<file path="src/rtl/alu_bundle_issue_pkg.sv">
// alu_pkg: shared definitions for the bundle issue block.
// Holds the opcode width, the four legal ALU opcodes, the highest legal
// opcode value and the issue FSM state type.
package alu_pkg;

  localparam int OPW = 12;

  typedef logic [OPW-1:0] opcode_t;

  localparam opcode_t OP_ADD       = 12'd0;
  localparam opcode_t OP_XOR       = 12'd1;
  localparam opcode_t OP_AND       = 12'd2;
  localparam opcode_t OP_OR        = 12'd3;
  localparam opcode_t OP_MAX_LEGAL = 12'd3;

  typedef enum logic [1:0] {
    ST_IDLE  = 2'd0,
    ST_ISSUE = 2'd1,
    ST_DONE  = 2'd2
  } state_t;

  // Opcodes above the legal range are still issued, but get flagged.
  function automatic logic isIllegal(input opcode_t op);
    return op > OP_MAX_LEGAL;
  endfunction

endpackage

</file>
<file path="src/rtl/alu_bundle_issue_if.sv">
// alu_bundle_issue_if: groups the bundle handshake, the external ALU
// connection and the result handshake.
//   bundleValid/bundleReady            producer -> block handshake
//   bundleEnable/bundleOp/bundleA/B    per-slot bundle contents
//   aluA/aluB/aluOp -> aluQ            combinational external ALU
//   resultValid/resultReady            block -> consumer handshake
//   resultQ/resultMask/resultIllegal   per-slot results
// The slave modport is the block's view; master is the environment's.
interface alu_bundle_issue_if #(
  parameter int OPERANDSIZE = 64,
  parameter int SLOTS       = 4
);
  import alu_pkg::*;

  logic                                 bundleValid;
  logic                                 bundleReady;
  logic [SLOTS-1:0]                     bundleEnable;
  logic [SLOTS-1:0][OPW-1:0]            bundleOp;
  logic [SLOTS-1:0][OPERANDSIZE-1:0]    bundleA;
  logic [SLOTS-1:0][OPERANDSIZE-1:0]    bundleB;

  logic [OPERANDSIZE-1:0]               aluA;
  logic [OPERANDSIZE-1:0]               aluB;
  logic [OPW-1:0]                       aluOp;
  logic [OPERANDSIZE-1:0]               aluQ;

  logic                                 resultValid;
  logic                                 resultReady;
  logic [SLOTS-1:0][OPERANDSIZE-1:0]    resultQ;
  logic [SLOTS-1:0]                     resultMask;
  logic [SLOTS-1:0]                     resultIllegal;

  modport slave (
    input  bundleValid, bundleEnable, bundleOp, bundleA, bundleB,
    input  aluQ, resultReady,
    output bundleReady, aluA, aluB, aluOp,
    output resultValid, resultQ, resultMask, resultIllegal
  );

  modport master (
    output bundleValid, bundleEnable, bundleOp, bundleA, bundleB,
    output aluQ, resultReady,
    input  bundleReady, aluA, aluB, aluOp,
    input  resultValid, resultQ, resultMask, resultIllegal
  );

endinterface

</file>
<file path="src/rtl/alu_bundle_issue_next_slot.sv">
// alu_next_slot: combinational lowest-set-bit finder.
//   enable   slots enabled in the latched bundle
//   issued   slots already sent to the ALU
//   index    lowest slot that is enabled and not yet issued
//   any      at least one such slot exists (index is 0 otherwise)
module alu_next_slot #(
  parameter int SLOTS = 4,
  parameter int IDXW  = (SLOTS > 1) ? $clog2(SLOTS) : 1
) (
  input  logic [SLOTS-1:0] enable,
  input  logic [SLOTS-1:0] issued,
  output logic [IDXW-1:0]  index,
  output logic             any
);

  logic [SLOTS-1:0] pending;

  assign pending = enable & ~issued;
  assign any     = |pending;

  // Scanning from the top down leaves the lowest pending slot last written.
  always_comb begin
    index = '0;
    for (int i = SLOTS - 1; i >= 0; i--) begin
      if (pending[i]) begin
        index = IDXW'(i);
      end
    end
  end

endmodule

</file>
<file path="src/rtl/alu_bundle_issue.sv">
// alu_bundle_issue: accepts a bundle of SLOTS ALU operations, issues the
// enabled ones one per cycle to an external combinational ALU, collects
// the results and offers them as a single result bundle.
//   clk, rstN   clock and synchronous active-low reset
//   bus         alu_bundle_issue_if slave: bundle in, ALU, results out
module alu_bundle_issue #(
  parameter int OPERANDSIZE = 64,
  parameter int SLOTS       = 4
) (
  input  logic               clk,
  input  logic               rstN,
  alu_bundle_issue_if.slave  bus
);
  import alu_pkg::*;

  localparam int IDXW = (SLOTS > 1) ? $clog2(SLOTS) : 1;

  state_t                            state_q, state_d;
  logic [SLOTS-1:0]                  enable_q, enable_d;
  logic [SLOTS-1:0][OPW-1:0]         op_q, op_d;
  logic [SLOTS-1:0][OPERANDSIZE-1:0] a_q, a_d;
  logic [SLOTS-1:0][OPERANDSIZE-1:0] b_q, b_d;
  logic [SLOTS-1:0]                  issued_q, issued_d;
  logic [SLOTS-1:0][OPERANDSIZE-1:0] resultQ_q, resultQ_d;
  logic [SLOTS-1:0]                  mask_q, mask_d;
  logic [SLOTS-1:0]                  illegal_q, illegal_d;

  logic [IDXW-1:0]                   idx;
  logic                              anyPending;
  logic [SLOTS-1:0]                  idxOneHot;
  logic                              accept;

  alu_next_slot #(
    .SLOTS (SLOTS),
    .IDXW  (IDXW)
  ) u_next_slot (
    .enable (enable_q),
    .issued (issued_q),
    .index  (idx),
    .any    (anyPending)
  );

  assign idxOneHot       = SLOTS'(1) << idx;
  assign bus.bundleReady = (state_q == ST_IDLE) && rstN;
  assign accept          = bus.bundleValid && bus.bundleReady;
  assign bus.resultValid = (state_q == ST_DONE);
  assign bus.resultQ       = resultQ_q;
  assign bus.resultMask    = mask_q;
  assign bus.resultIllegal = illegal_q;

  // State and datapath register; reset discards any bundle in flight.
  always_ff @(posedge clk) begin
    if (!rstN) begin
      state_q   <= ST_IDLE;
      enable_q  <= '0;
      op_q      <= '0;
      a_q       <= '0;
      b_q       <= '0;
      issued_q  <= '0;
      resultQ_q <= '0;
      mask_q    <= '0;
      illegal_q <= '0;
    end else begin
      state_q   <= state_d;
      enable_q  <= enable_d;
      op_q      <= op_d;
      a_q       <= a_d;
      b_q       <= b_d;
      issued_q  <= issued_d;
      resultQ_q <= resultQ_d;
      mask_q    <= mask_d;
      illegal_q <= illegal_d;
    end
  end

  // Next-state and ALU drive. A new bundle clears the previous results so
  // skipped slots read zero; in ISSUE the selected slot drives the ALU and
  // its result is captured at the same edge that marks it issued.
  always_comb begin
    state_d   = state_q;
    enable_d  = enable_q;
    op_d      = op_q;
    a_d       = a_q;
    b_d       = b_q;
    issued_d  = issued_q;
    resultQ_d = resultQ_q;
    mask_d    = mask_q;
    illegal_d = illegal_q;
    bus.aluA  = '0;
    bus.aluB  = '0;
    bus.aluOp = '0;

    unique case (state_q)
      ST_IDLE: begin
        if (accept) begin
          enable_d  = bus.bundleEnable;
          op_d      = bus.bundleOp;
          a_d       = bus.bundleA;
          b_d       = bus.bundleB;
          issued_d  = '0;
          resultQ_d = '0;
          mask_d    = '0;
          illegal_d = '0;
          state_d   = (|bus.bundleEnable) ? ST_ISSUE : ST_DONE;
        end
      end

      ST_ISSUE: begin
        if (anyPending) begin
          bus.aluA            = a_q[idx];
          bus.aluB            = b_q[idx];
          bus.aluOp           = op_q[idx];
          resultQ_d[idx]      = bus.aluQ;
          mask_d[idx]         = 1'b1;
          illegal_d[idx]      = isIllegal(op_q[idx]);
          issued_d            = issued_q | idxOneHot;
          if ((enable_q & ~issued_q & ~idxOneHot) == '0) begin
            state_d = ST_DONE;
          end
        end else begin
          state_d = ST_DONE;
        end
      end

      ST_DONE: begin
        if (bus.resultReady) begin
          state_d = ST_IDLE;
        end
      end

      default: begin
        state_d = ST_IDLE;
      end
    endcase
  end

endmodule

</file>
<file path="src/flat_wrapper.sv">
// flat-port wrapper written by rule: the top's interface ports become plain ports
module alu_bundle_issue_flat import alu_pkg::*;
#(
  parameter int OPERANDSIZE = 64,
  parameter int SLOTS       = 4
)
  (clk, rstN, bus_bundleValid, bus_bundleEnable, bus_bundleOp, bus_bundleA, bus_bundleB, bus_aluQ, bus_resultReady, bus_bundleReady, bus_aluA, bus_aluB, bus_aluOp, bus_resultValid, bus_resultQ, bus_resultMask, bus_resultIllegal);
  alu_bundle_issue_if #(.OPERANDSIZE(OPERANDSIZE), .SLOTS(SLOTS)) bus_i ();
  input  logic clk;
  input  logic rstN;
  input wire logic [$bits(bus_i.bundleValid)-1:0] bus_bundleValid;
  input wire logic [$bits(bus_i.bundleEnable)-1:0] bus_bundleEnable;
  input wire logic [$bits(bus_i.bundleOp)-1:0] bus_bundleOp;
  input wire logic [$bits(bus_i.bundleA)-1:0] bus_bundleA;
  input wire logic [$bits(bus_i.bundleB)-1:0] bus_bundleB;
  input wire logic [$bits(bus_i.aluQ)-1:0] bus_aluQ;
  input wire logic [$bits(bus_i.resultReady)-1:0] bus_resultReady;
  output wire logic [$bits(bus_i.bundleReady)-1:0] bus_bundleReady;
  output wire logic [$bits(bus_i.aluA)-1:0] bus_aluA;
  output wire logic [$bits(bus_i.aluB)-1:0] bus_aluB;
  output wire logic [$bits(bus_i.aluOp)-1:0] bus_aluOp;
  output wire logic [$bits(bus_i.resultValid)-1:0] bus_resultValid;
  output wire logic [$bits(bus_i.resultQ)-1:0] bus_resultQ;
  output wire logic [$bits(bus_i.resultMask)-1:0] bus_resultMask;
  output wire logic [$bits(bus_i.resultIllegal)-1:0] bus_resultIllegal;
  assign bus_i.bundleValid = bus_bundleValid;
  assign bus_i.bundleEnable = bus_bundleEnable;
  assign bus_i.bundleOp = bus_bundleOp;
  assign bus_i.bundleA = bus_bundleA;
  assign bus_i.bundleB = bus_bundleB;
  assign bus_i.aluQ = bus_aluQ;
  assign bus_i.resultReady = bus_resultReady;
  assign bus_bundleReady = bus_i.bundleReady;
  assign bus_aluA = bus_i.aluA;
  assign bus_aluB = bus_i.aluB;
  assign bus_aluOp = bus_i.aluOp;
  assign bus_resultValid = bus_i.resultValid;
  assign bus_resultQ = bus_i.resultQ;
  assign bus_resultMask = bus_i.resultMask;
  assign bus_resultIllegal = bus_i.resultIllegal;
  alu_bundle_issue #(.OPERANDSIZE(OPERANDSIZE), .SLOTS(SLOTS)) u_core (.clk(clk), .rstN(rstN), .bus(bus_i));
endmodule
</file>
<file path="config.mk">
export PLATFORM = sky130hd
export DESIGN_NAME = alu_bundle_issue_flat
export DESIGN_NICKNAME = d
export VERILOG_FILES = /design/src/rtl/alu_bundle_issue_pkg.sv /design/src/rtl/alu_bundle_issue_if.sv /design/src/rtl/alu_bundle_issue_next_slot.sv /design/src/rtl/alu_bundle_issue.sv /design/src/flat_wrapper.sv
export SDC_FILE = /design/constraint.sdc
export NUM_CORES = 1
export LEC_CHECK = 0
export ABC_AREA = 1
export BUFFER_PORTS_ARGS = -buffer_cell sky130_fd_sc_hd__buf_2
export CAP_MARGIN = 20
export CORE_AREA = 2 2 404 406
export DETAILED_ROUTE_END_ITERATION = 6
export DIE_AREA = 0 0 406 408
export SETUP_SLACK_MARGIN = 0.02
export SYNTH_ARGS = -nofsm -noshare
export SYNTH_HDL_FRONTEND = slang
export SYNTH_HIERARCHICAL = 1
export SYNTH_SLANG_ARGS = --single-unit
</file>
<file path="constraint.sdc">
create_clock -name clk -period 2.6 [get_ports clk]
set_input_delay 0.13 -clock clk [delete_from_list [all_inputs] [get_ports clk]]
set_output_delay 0.13 -clock clk [all_outputs]
set_load 0.02 [all_outputs]
</file>
### Word level (Yosys, flattened, before mapping)

Index checks and enable logic that the tools add are counted.

| word-level totals | value |
|---|---|
| register bits after elaboration | 834 |
| input port bits | 632 |
| output and inout bits | 406 |
| logic and storage cells | 86 |

| cells by class | value |
|---|---|
| $lt $le $gt $ge | 3 |
| equal/unequal tests | 6 |
| shift-type cells | 1 |
| mux-type cells | 38 |
| bitwise gates (word level) | 6 |
| reductions and logical operators | 11 |

Operators with widths:

| kind | number |
|---|---|
| 2-to-1 mux 256 bit | 2 |
| case mux 256 bit (2 select lines) | 1 |
| 2-to-1 mux 64 bit | 7 |
| binary-select mux 64 bit (select 2 bit) | 2 |
| bitwise mux 256 bit | 1 |
| demux 64 bit (select 2 bit) | 1 |
| 2-to-1 mux 12 bit | 3 |
| binary-select mux 12 bit (select 2 bit) | 1 |
| case mux 4 bit (2 select lines) | 3 |
| 2-to-1 mux 2 bit | 9 |
| 2-to-1 mux 4 bit | 4 |
| greater-than comparator 12 x 2 -> 1 bit, second input constant | 1 |
| bitwise AND 4 bit | 2 |
| NOT 4 bit | 2 |
| OR 4 bit | 2 |
| OR reduction 4 bit | 2 |
| case mux 2 bit (3 select lines) | 1 |
| AND reduction 3 bit | 2 |
| bitwise mux 4 bit | 1 |
| logical NOT 4 bit | 1 |
| inequality test 2 x 1 -> 1 bit, second input constant | 2 |
| left shift 1 x 2 -> 4 bit, first input constant | 1 |
| logical AND 1 bit | 3 |
| < comparator 2 x 3 -> 1 bit, second input constant | 1 |
| 10 further kinds | 10 |

### Logic depth before layout (Yosys ltp)

Gate-level depths: netlist of the first run.

| logic depth | value |
|---|---|
| word-level depth | 13 |
| mapped depth | 16 |
| mapped depth without buffers | 15 |

### By module

Netlist of the first run, hierarchy kept.

Modules (own cells, without submodules):

| module | times used | cells each | area an instance (sq um) | sequential area each (sq um) |
|---|---|---|---|---|
| alu_bundle_issue | 1 | 4196 | 32130.8 | 16696.0 |
| alu_next_slot | 1 | 17 | 75.1 | 0.0 |

### Least setup slack after synthesis of the first run

OpenSTA, ideal clock, no wires.

| timing | value |
|---|---|
| path kind | register to output |
| start | reg u_core.enable_q[3] |
| end | out bus_aluA[57] |
| arrival | 1.860 ns |
| data required time | 2.470 ns |
| path slack | 0.610 ns |
| cell stages (with the launch flop) | 12 |
| path through | dfxtp_1 -> inv_1 -> nor2_1 -> nand2_1 -> a21oi_2 -> buf_2 -> nand2_1 -> buf_2 -> buf_2 -> o22ai_1 -> a221oi_1 -> nor2_1 |

| between the ends | value |
|---|---|
| word-level cells in the longest chain between the ends | 9 |

Ends and longest elaborated chain:

| item | RTL line | RTL |
|---|---|---|
| from (decl) | alu_bundle_issue.sv:19 | `logic [SLOTS-1:0] enable_q, enable_d;` |
| from (signal assigned) | alu_bundle_issue.sv:65 | `enable_q <= enable_d;` |
| bitwise AND 4 bit | alu_bundle_issue_next_slot.sv:18 | `assign pending = enable & ~issued;` |
| 2-to-1 mux 2 bit (4 in series) | alu_bundle_issue_next_slot.sv:25 | `if (pending[i]) begin` |
| net u_core.idx[0] | alu_bundle_issue.sv:28 | `logic [IDXW-1:0] idx;` |
| binary-select mux 64 bit (select 2 bit) | alu_bundle_issue.sv:110 | `bus.aluA = a_q[idx];` |
| 2-to-1 mux 64 bit (not written as such) | alu_bundle_issue.sv:110 |  |
| 2-to-1 mux 64 bit | alu_bundle_issue.sv:109 | `if (anyPending) begin` |
| 2-to-1 mux 64 bit | alu_bundle_issue.sv:93 | `unique case (state_q)` |
| to (decl) | flat_wrapper.sv:19 | `output wire logic [$bits(bus_i.aluA)-1:0] bus_aluA;` |

The timed path passes the listed nets, and every way through them passes these cells. The select of a mux whose other input is x is not followed.

### Worst setup path in the final report of the first run

| timing | value |
|---|---|
| start | reg u_core.issued_q[2] |
| end | out bus_aluA[20] |

| between the ends | value |
|---|---|
| word-level cells in the longest chain between the ends | 9 |

Ends and longest elaborated chain:

| item | RTL line | RTL |
|---|---|---|
| from (decl) | alu_bundle_issue.sv:23 | `logic [SLOTS-1:0] issued_q, issued_d;` |
| from (signal assigned) | alu_bundle_issue.sv:69 | `issued_q <= issued_d;` |
| NOT 4 bit | alu_bundle_issue_next_slot.sv:18 |  |
| bitwise AND 4 bit | alu_bundle_issue_next_slot.sv:18 |  |
| 2-to-1 mux 2 bit (3 in series) | alu_bundle_issue_next_slot.sv:25 |  |
| net u_core.idx[0] | alu_bundle_issue.sv:28 |  |
| binary-select mux 64 bit (select 2 bit) | alu_bundle_issue.sv:110 |  |
| 2-to-1 mux 64 bit (not written as such) | alu_bundle_issue.sv:110 |  |
| 2-to-1 mux 64 bit | alu_bundle_issue.sv:109 |  |
| 2-to-1 mux 64 bit | alu_bundle_issue.sv:93 |  |

The timed path passes the listed nets, and every way through them passes these cells. The select of a mux whose other input is x is not followed.

==> impl_metrics.py, run 1 <==
metrics = {
    "placement": {
        "place_congestion": 0.922,
        "io_buffers": 1037,
        "dpl.cell_count": 7216,
        "dp_hpwl_um": 104000,
    },
    "critical_path": {
        "cp_top_family": "buffers and inverters",
        "cp_slowest_stage_delay_ps": 340,
        "cp-end-kind": "primary output",
        "critical_path_class": "reg -> out",
        "worstPathCellList": "inv_2 -> nand2_2 -> nand2_2 -> a21oi_4 -> buf_6 -> nand2_4 -> buf_12 -> buf_8 -> buf_12 -> o22ai_2 -> a221oi_2 -> nor2_1 -> buf_4",
        "slowest_stage": "dfxtp_2",
        "critPathLaunchType": "flip-flop",
        "critPathMaxFanout": 16,
        "crit_buf_inv": 6,
        "required_ps": 2470,
        "crit_arrival_ps": 2820,
    },
    "synth": {
        "synth.top_cell.area_share": 0.518,
        "post_synth_fa_ha_maj_area_fraction": 0,
        "yosysTopAreaCell": "dfxtp_1",
        "synth_compound_area_frac": 0.145,
        "yosys_register_bits": 834,
        "syn_nets": 4845,
        "synthTopCellsByArea": "dfxtp_1, nand2_1, nand3_1",
        "seq_area_frac_synth": 0.518,
        "yosysWarningCount": 6,
        "synth_ff_type": "dfxtp_1",
        "synth_xor_area_frac": 0,
        "synth-simple-area-share": 0.248,
        "synth.distinct_cells": 27,
        "synthArstFlopShare": 0,
        "syn_area_mm2": 0.0322,
        "syn_avg_cell_area_um2": 7.64,
        "synth_top_family_by_area": "simple AND/OR/NAND/NOR gates",
        "syn_inst": 4213,
        "synthMuxAreaShare": 0,
        "synth_edf_count": 0,
    },
    "pwr": {
        "cellPowerDensity_mw_per_mm2": 721,
        "irDropWorstVdd_mv": 0.586,
        "p_leak_nw": 23.5,
        "total_power_mw": 39.6,
    },
    "clock_tree": {
        "htree_levels": 3,
        "ctsRootBufferMaster": "clkbuf_16",
        "clkSinkCount": 834,
        "clockBufferDepth": 3,
        "clock_latency_ps": 690,
        "clk_pin_slew_ps": 60,
        "cts_buffers": 94,
        "cts_tree": "built",
    },
    "sta": {
        "finalSetupViolations": 193,
        "period_share": 1.13,
        "slew_viol_final": 0,
        "fin_crit_ps": 2950,
        "fmax_ghz": 0.340,
        "rsz0062_at_grt": "yes",
        "worstMarginPinSlew_ps": 1270,
        "setup_slack_ps": -345,
        "final-hold-violation-count": 0,
        "skew_ps": 22.4,
        "max_slew_margin": 0.151,
    },
    "drt": {
        "vias_per_cell": 4.67,
        "ant_nets": 0,
        "via_count": 38000,
        "drc_errors": 0,
        "dr.first_iter.drc_count": 3414,
        "finalWirelength_um": 170000,
        "avgRoutedWirePerCell_um": 20.8,
        "dr.pass1.iters": 7,
    },
    "global_route": {
        "grt_max_degree": 190,
        "antenna_found_initial": 22,
        "grt_pass1_vias": 37000,
        "grtUsageTotal": 0.185,
        "grt_pass1_wl_um": 233000,
        "overflow": 0,
    },
    "worst_hold_path": {
        "hold_path.class": "in -> reg",
    },
    "die": {
        "start_util": 0.199,
        "die_area_mm2": 0.166,
        "die_w_um": 406,
        "io_pins": 1038,
        "rows": 148,
        "fp.dieH_um": 408,
        "core_mm2": 0.162,
    },
    "outcome": {
        "status": "finished with violations",
        "failed_checks": "negative setup slack",
    },
    "cells_and_area": {
        "drive_above_1_share": 0.309,
        "area_growth_pct": 70.5,
        "seqCellArea_mm2": 0.0167,
        "fin_nets": 6522,
        "fin_cells": 8147,
        "multi_input_area_mm2": 0.0155,
        "num-fill-cells": 16100,
    },
    "job": {
        "cap_violations": 0,
    },
}
[cell usage after synthesis (6+ instances only)]
cell type and n:
nand2_1 1234, dfxtp_1 834, nand3_1 518, inv_1 287
a21oi_1 267, o21ai_0 266, clkbuf_1 176, nor2_1 169
a221oi_1 130, o22ai_1 130, buf_2 92, buf_4 46
buf_6 20, inv_2 9, buf_1 7, nand2_2 6
o21ai_1 6
[area by class of cell]
cell class / count / area share
repair inverters: 4 / 0.00148
inverters: 297 / 0.0218
clock inverters: 29 / 0.00631
repair buffers: 1918 / 0.285
well taps: 2175 / 0.0496
diodes: 13 / 0.000592
flip-flops and latches: 834 / 0.304
clock buffers: 136 / 0.0490
multi-input cells: 2741 / 0.281
[layer usage]
layer / vias to the layer above / GRT usage / routed length [um]
li1: 17300 / - / -
met1: 18000 / 0.227 / 67300
met2: 2198 / 0.300 / 77200
met3: 569 / 0.0414 / 14500
met4: 12 / 0.0992 / 10600
met5: - / 0 / 76
[path summary, 6_finish.rpt]
path / cells after the start / startpoint / to / slack (ps)
max: 13 / u_core/issued_q[2] / bus_aluA[20] / -350
min: 4 / bus_bundleA[4] / u_core/a_q[4] / 160
max reg2reg: 19 / u_core/issued_q[2] / u_core/bus.resultQ[56] / -90
min reg2reg: 2 / u_core/bus.resultQ[122] / u_core/bus.resultQ[122] / 460
[timing repair]
item / CTS / global route
buffers inserted: 38 / 25
cloned: 19 / 26
pin swaps: 33 / 121
gates resized for setup: 314 / 533
hold buffers: 650 / 0
hold endpoints to repair: 822 / 0
setup endpoints to repair: 140 / 228
[flip-flops by register name (all words and copies together) (netlist names)]
signal,cells
u_core/a_q,256
u_core/b_q,256
u_core/bus.resultIllegal,4
u_core/enable_q,4
u_core/bus.resultQ,256
u_core/issued_q,4
u_core/state_q,2
u_core/op_q,48
u_core/bus.resultMask,4
[layout by cell type, fill, tap and decap left out, types with 3 or more instances in the layout]
master,n
a221oi_1,10
o21ai_0,266
a21oi_1,207
nor2_1,140
nand2_1,1151
nand3_1,518
nand2_8,5
nand2_2,24
buf_6,44
a221oi_2,99
nor2_4,15
bufinv_16,5
diode_2,13
buf_16,18
dfxtp_1,826
inv_1,279
clkbuf_1,26
clkinv_16,4
buf_2,921
clkinvlp_4,7
buf_4,172
buf_12,74
a221oi_4,21
inv_6,3
a21oi_2,60
dlygate4sd3_1,650
clkinv_4,3
nor2_2,19
clkbuf_16,117
o22ai_4,31
clkbuf_8,14
o22ai_1,35
inv_2,11
clkinv_2,10
buf_8,18
dfxtp_2,7
o21ai_1,4
nand2_4,62
o22ai_2,64
inv_16,3
[metrics by stage]
stage | setup TNS (ps) | hold WS, ps | utilization | area, um^2 | setup WS (ps)
floorplan | 0 | 240 | - | 32200 | 610
global placement | 0 | 324 | 0.247 | 39900 | 13.6
detailed placement | 0 | 328 | 0.247 | 39900 | 35.7
CTS | -48690 | 55.7 | 0.320 | 51700 | -433
global route | -61680 | 112 | 0.340 | 54900 | -467
finish | -32540 | 161 | 0.340 | 54900 | -345
[tightest hold or removal path: stages]
cell and delay (ps):
dlygate4sd3_1 510, buf_2 90, nand2_1 40, nand2_1 50
[cell families after synthesis]
logic type,count (synthesis)
AND/OR/NAND/NOR,1938
flip-flops,834
AO/OA/AOI/OAI,803
buffers and inverters,638
[report_power, final]
| part | internal [mW] | switching (mW) | leakage [nW] |
|---|---|---|---|
| clock network | 7.69 | 5.66 | 1.47 |
| registers | 14.0 | 0.708 | 6.83 |
| logic | 4.84 | 6.73 | 15.2 |
Note: power is estimated with default switching activity, not from simulation.
==> run 2, diff against run 1 <==
--- a/config.mk
+++ b/config.mk
@@ -5,12 +5,11 @@
 export SDC_FILE = /design/constraint.sdc
 export NUM_CORES = 1
 export LEC_CHECK = 0
-export ABC_AREA = 1
 export BUFFER_PORTS_ARGS = -buffer_cell sky130_fd_sc_hd__buf_2
 export CAP_MARGIN = 20
-export CORE_AREA = 2 2 404 406
+export CORE_AREA = 2 2 403 405
 export DETAILED_ROUTE_END_ITERATION = 6
-export DIE_AREA = 0 0 406 408
+export DIE_AREA = 0 0 405 407
 export SETUP_SLACK_MARGIN = 0.02
 export SYNTH_ARGS = -nofsm -noshare
 export SYNTH_HDL_FRONTEND = slang
==> run 2 against run 1 <==
- the run ends with design-rule violations, negative setup slack left
- sequential power decreased by 4%
- critical path depth is 3 lower
- sequential share of layout area grew 0.30 points
- cell count fell by 3.7%
- critical endpoint is now bus_aluB[0]
- largest cell class unchanged
==> impl_metrics.py, run 2 <==
metrics = {
    "drt": {
        "avgRoutedWirePerCell_um": 21.6,
        "via_count": 36800,
        "dr.pass1.iters": 7,
        "ant_nets": 0,
        "vias_per_cell": 4.69,
        "dr.first_iter.drc_count": 3604,
        "drc_errors": 6,
        "finalWirelength_um": 169000,
    },
    "die": {
        "die_area_mm2": 0.165,
        "start_util": 0.213,
        "io_pins": 1038,
        "die_w_um": 405,
        "core_mm2": 0.160,
        "fp.dieH_um": 407,
        "rows": 147,
    },
    "cells_and_area": {
        "drive_above_1_share": 0.304,
        "final_cell_mix": "nand2_1, nand3_1, buf_2",
        "seqCellArea_mm2": 0.0167,
        "postLayoutCellArea_mm2": 0.0544,
        "final_core_util": 0.339,
        "area_growth_pct": 59.6,
        "final_common_cell": "nand2_1",
        "multi_input_area_mm2": 0.0163,
        "fin_nets": 6209,
        "num-fill-cells": 16100,
    },
    "pwr": {
        "cellPowerDensity_mw_per_mm2": 633,
        "clock_power_share": 0.411,
        "comb_power_share": 0.180,
        "sw_frac_of_total": 0.277,
        "seqPwrFrac": 0.409,
        "p_switching_mw": 9.54,
        "p_leak_nw": 24.4,
        "irDropWorstVdd_mv": 0.631,
        "internal_power_mw": 24.9,
    },
    "critical_path": {
        "critPathMaxFanout": 8,
        "critical_path_class": "reg -> out",
        "critPathLaunchType": "flip-flop",
        "timing.rr.start": "u_core/enable_q[1]",
        "required_ps": 2470,
        "timing.critical_path.from": "u_core/enable_q[1]",
        "crit_arrival_ps": 2820,
        "cp-end-kind": "primary output",
    },
    "job": {
        "cap_violations": 0,
    },
    "synth": {
        "synthTopCellsByCount": "nand2_1, nand3_1, dfxtp_1, clkbuf_1, a21boi_1",
        "synth.distinct_cells": 38,
        "syn_area_mm2": 0.0341,
        "seq_area_frac_synth": 0.490,
        "syn_inst": 3954,
        "synthTopCellsByArea": "dfxtp_1, nand3_1, nand2_1",
        "yosys_register_bits": 834,
        "yosysTopAreaCell": "dfxtp_1",
        "yosys.cell_count.top_type": "nand2_1",
        "yosysWarningCount": 6,
        "synth.top_cell.area_share": 0.490,
        "synth_ff_type": "dfxtp_1",
        "synthArstFlopShare": 0,
        "synth_edf_count": 0,
        "syn_avg_cell_area_um2": 8.61,
        "syn_nets": 4586,
    },
    "sta": {
        "max_slew_margin": 0.486,
        "finalSetupViolations": 142,
        "setup_slack_ps": -347,
        "slew_viol_final": 0,
        "worstMarginPinSlew_ps": 771,
        "whs_ps": 140,
        "period_share": 1.13,
        "skew_ps": 24.9,
        "fin_setup_tns_ps": -35110,
        "rsz0062_at_grt": "yes",
        "fmax_ghz": 0.339,
        "final-hold-violation-count": 0,
        "fin_crit_ps": 2950,
    },
    "global_route": {
        "grt_pass1_wl_um": 240000,
        "antenna_found_initial": 43,
        "grt_pass1_vias": 36200,
        "grtUsageTotal": 0.194,
        "grt_max_degree": 155,
        "overflow": 0,
    },
    "outcome": {
        "failed_checks": "design-rule violations, negative setup slack",
        "status": "finished with violations",
    },
    "clock_tree": {
        "htree_levels": 3,
        "clock_latency_ps": 710,
        "clk_pin_slew_ps": 60,
        "clkSinkCount": 834,
        "cts_tree": "built",
        "cts_buffers": 97,
        "ctsRootBufferMaster": "clkbuf_16",
        "clockBufferDepth": 3,
    },
    "placement": {
        "io_buffers": 1037,
        "dp_hpwl_um": 116000,
        "dp_worst_setup_slack_ps": -10.1,
        "place_congestion": 0.912,
        "placed_area_mm2": 0.0423,
    },
    "worst_hold_path": {
        "min_from": "bus_bundleB[181]",
        "hold_path.class": "in -> reg",
    },
}
-- run 2: changes by cell type in the layout (fill, tap and decap cells not counted), moves of 62 or more --
cell | before | now
a21boi_1 | 0 | 192
a221oi_2 | 99 | 0
and2_4 | 0 | 134
nand3_1 | 518 | 949
nand2_4 | 62 | 0
nor2b_1 | 0 | 66
o21ai_0 | 266 | 0
o22ai_2 | 64 | 0
mux4_2 | 0 | 140
a22oi_1 | 0 | 65
inv_1 | 279 | 3
buf_6 | 44 | 144
a21oi_1 | 207 | 2
nor2_1 | 140 | 20
-- run 2: layout make-up --
type,instances,share of cell area
repair buffers,1887,0.280
clock buffers,134,0.0507
well taps,2160,0.0497
inverters,3,0.000207
diodes,31,0.00143
flip-flops and latches,834,0.307
clock inverters,44,0.00964
multi-input cells,2754,0.301
-- run 2: kinds of logic after synthesis --
| family | Yosys count | synth area share |
|---|---|---|
| and+or+nand+nor | 2336 | 0.311 |
| DFF | 834 | 0.490 |
| buffers and inverters | 366 | 0.0438 |
| AOI/OAI and AO/OA | 278 | 0.0627 |
| muxes | 140 | 0.0926 |
-- run 2: metrics by stage --
step	total power, mW	cells
2_1_floorplan	16.7	3954
3_3_place_gp	18.8	6930
3_5_place_dp	18.8	6930
4_1_cts	34.6	7809
5_1_grt	35.7	7835
6_report	34.4	7847
-- run 2: worst max-delay path: stages (launching register included) --
cell	delay (ps)
dfxtp_2	320
nor2b_4	190
a21oi_2	70
nor2_4	150
buf_12	140
buf_16	140
buf_16	160
buf_12	140
mux4_2	510
and2_4	160
buf_6	120
-- run 2: repair_timing --
action | 4_1_cts | 5_1_grt
pin swaps | 41 | 25
setup buffers | 60 | 12
gates cloned | 10 | 2
hold endpoints to repair | 825 | 0
gates resized for setup | 458 | 38
hold buffers | 632 | 0
endpoints found under the setup margin | 143 | 234
-- run 2: routing by layer --
metal | up-vias | GRT usage | part of all wire
met4 | 14 | 0.108 | 0.052
met5 | - | 0 | 0.00060
met1 | 17600 | 0.236 | 0.40
li1 | 16700 | - | -
met2 | 1940 | 0.313 | 0.47
met3 | 475 | 0.0477 | 0.081
-- run 2: final timing paths --
path                                       to  slack, ps  cells past startpoint
setup reg to reg  u_core/bus.resultIllegal[0]        -80                     11
hold / removal                u_core/b_q[181]        140                      4
setup / recovery                  bus_aluB[0]       -350                     10
hold reg to reg                u_core/b_q[78]        450                      2
-- run 2: power by group through the flow --
stage / clock network, mW / logic, mW / registers [mW]
finish: 14.1 / 6.20 / 14.1
floorplan: 0 / 2.52 / 14.1
global route: 15.0 / 6.59 / 14.1
CTS: 14.5 / 6.11 / 14.0
detailed placement: 0 / 4.54 / 14.3
global placement: 0 / 4.49 / 14.3
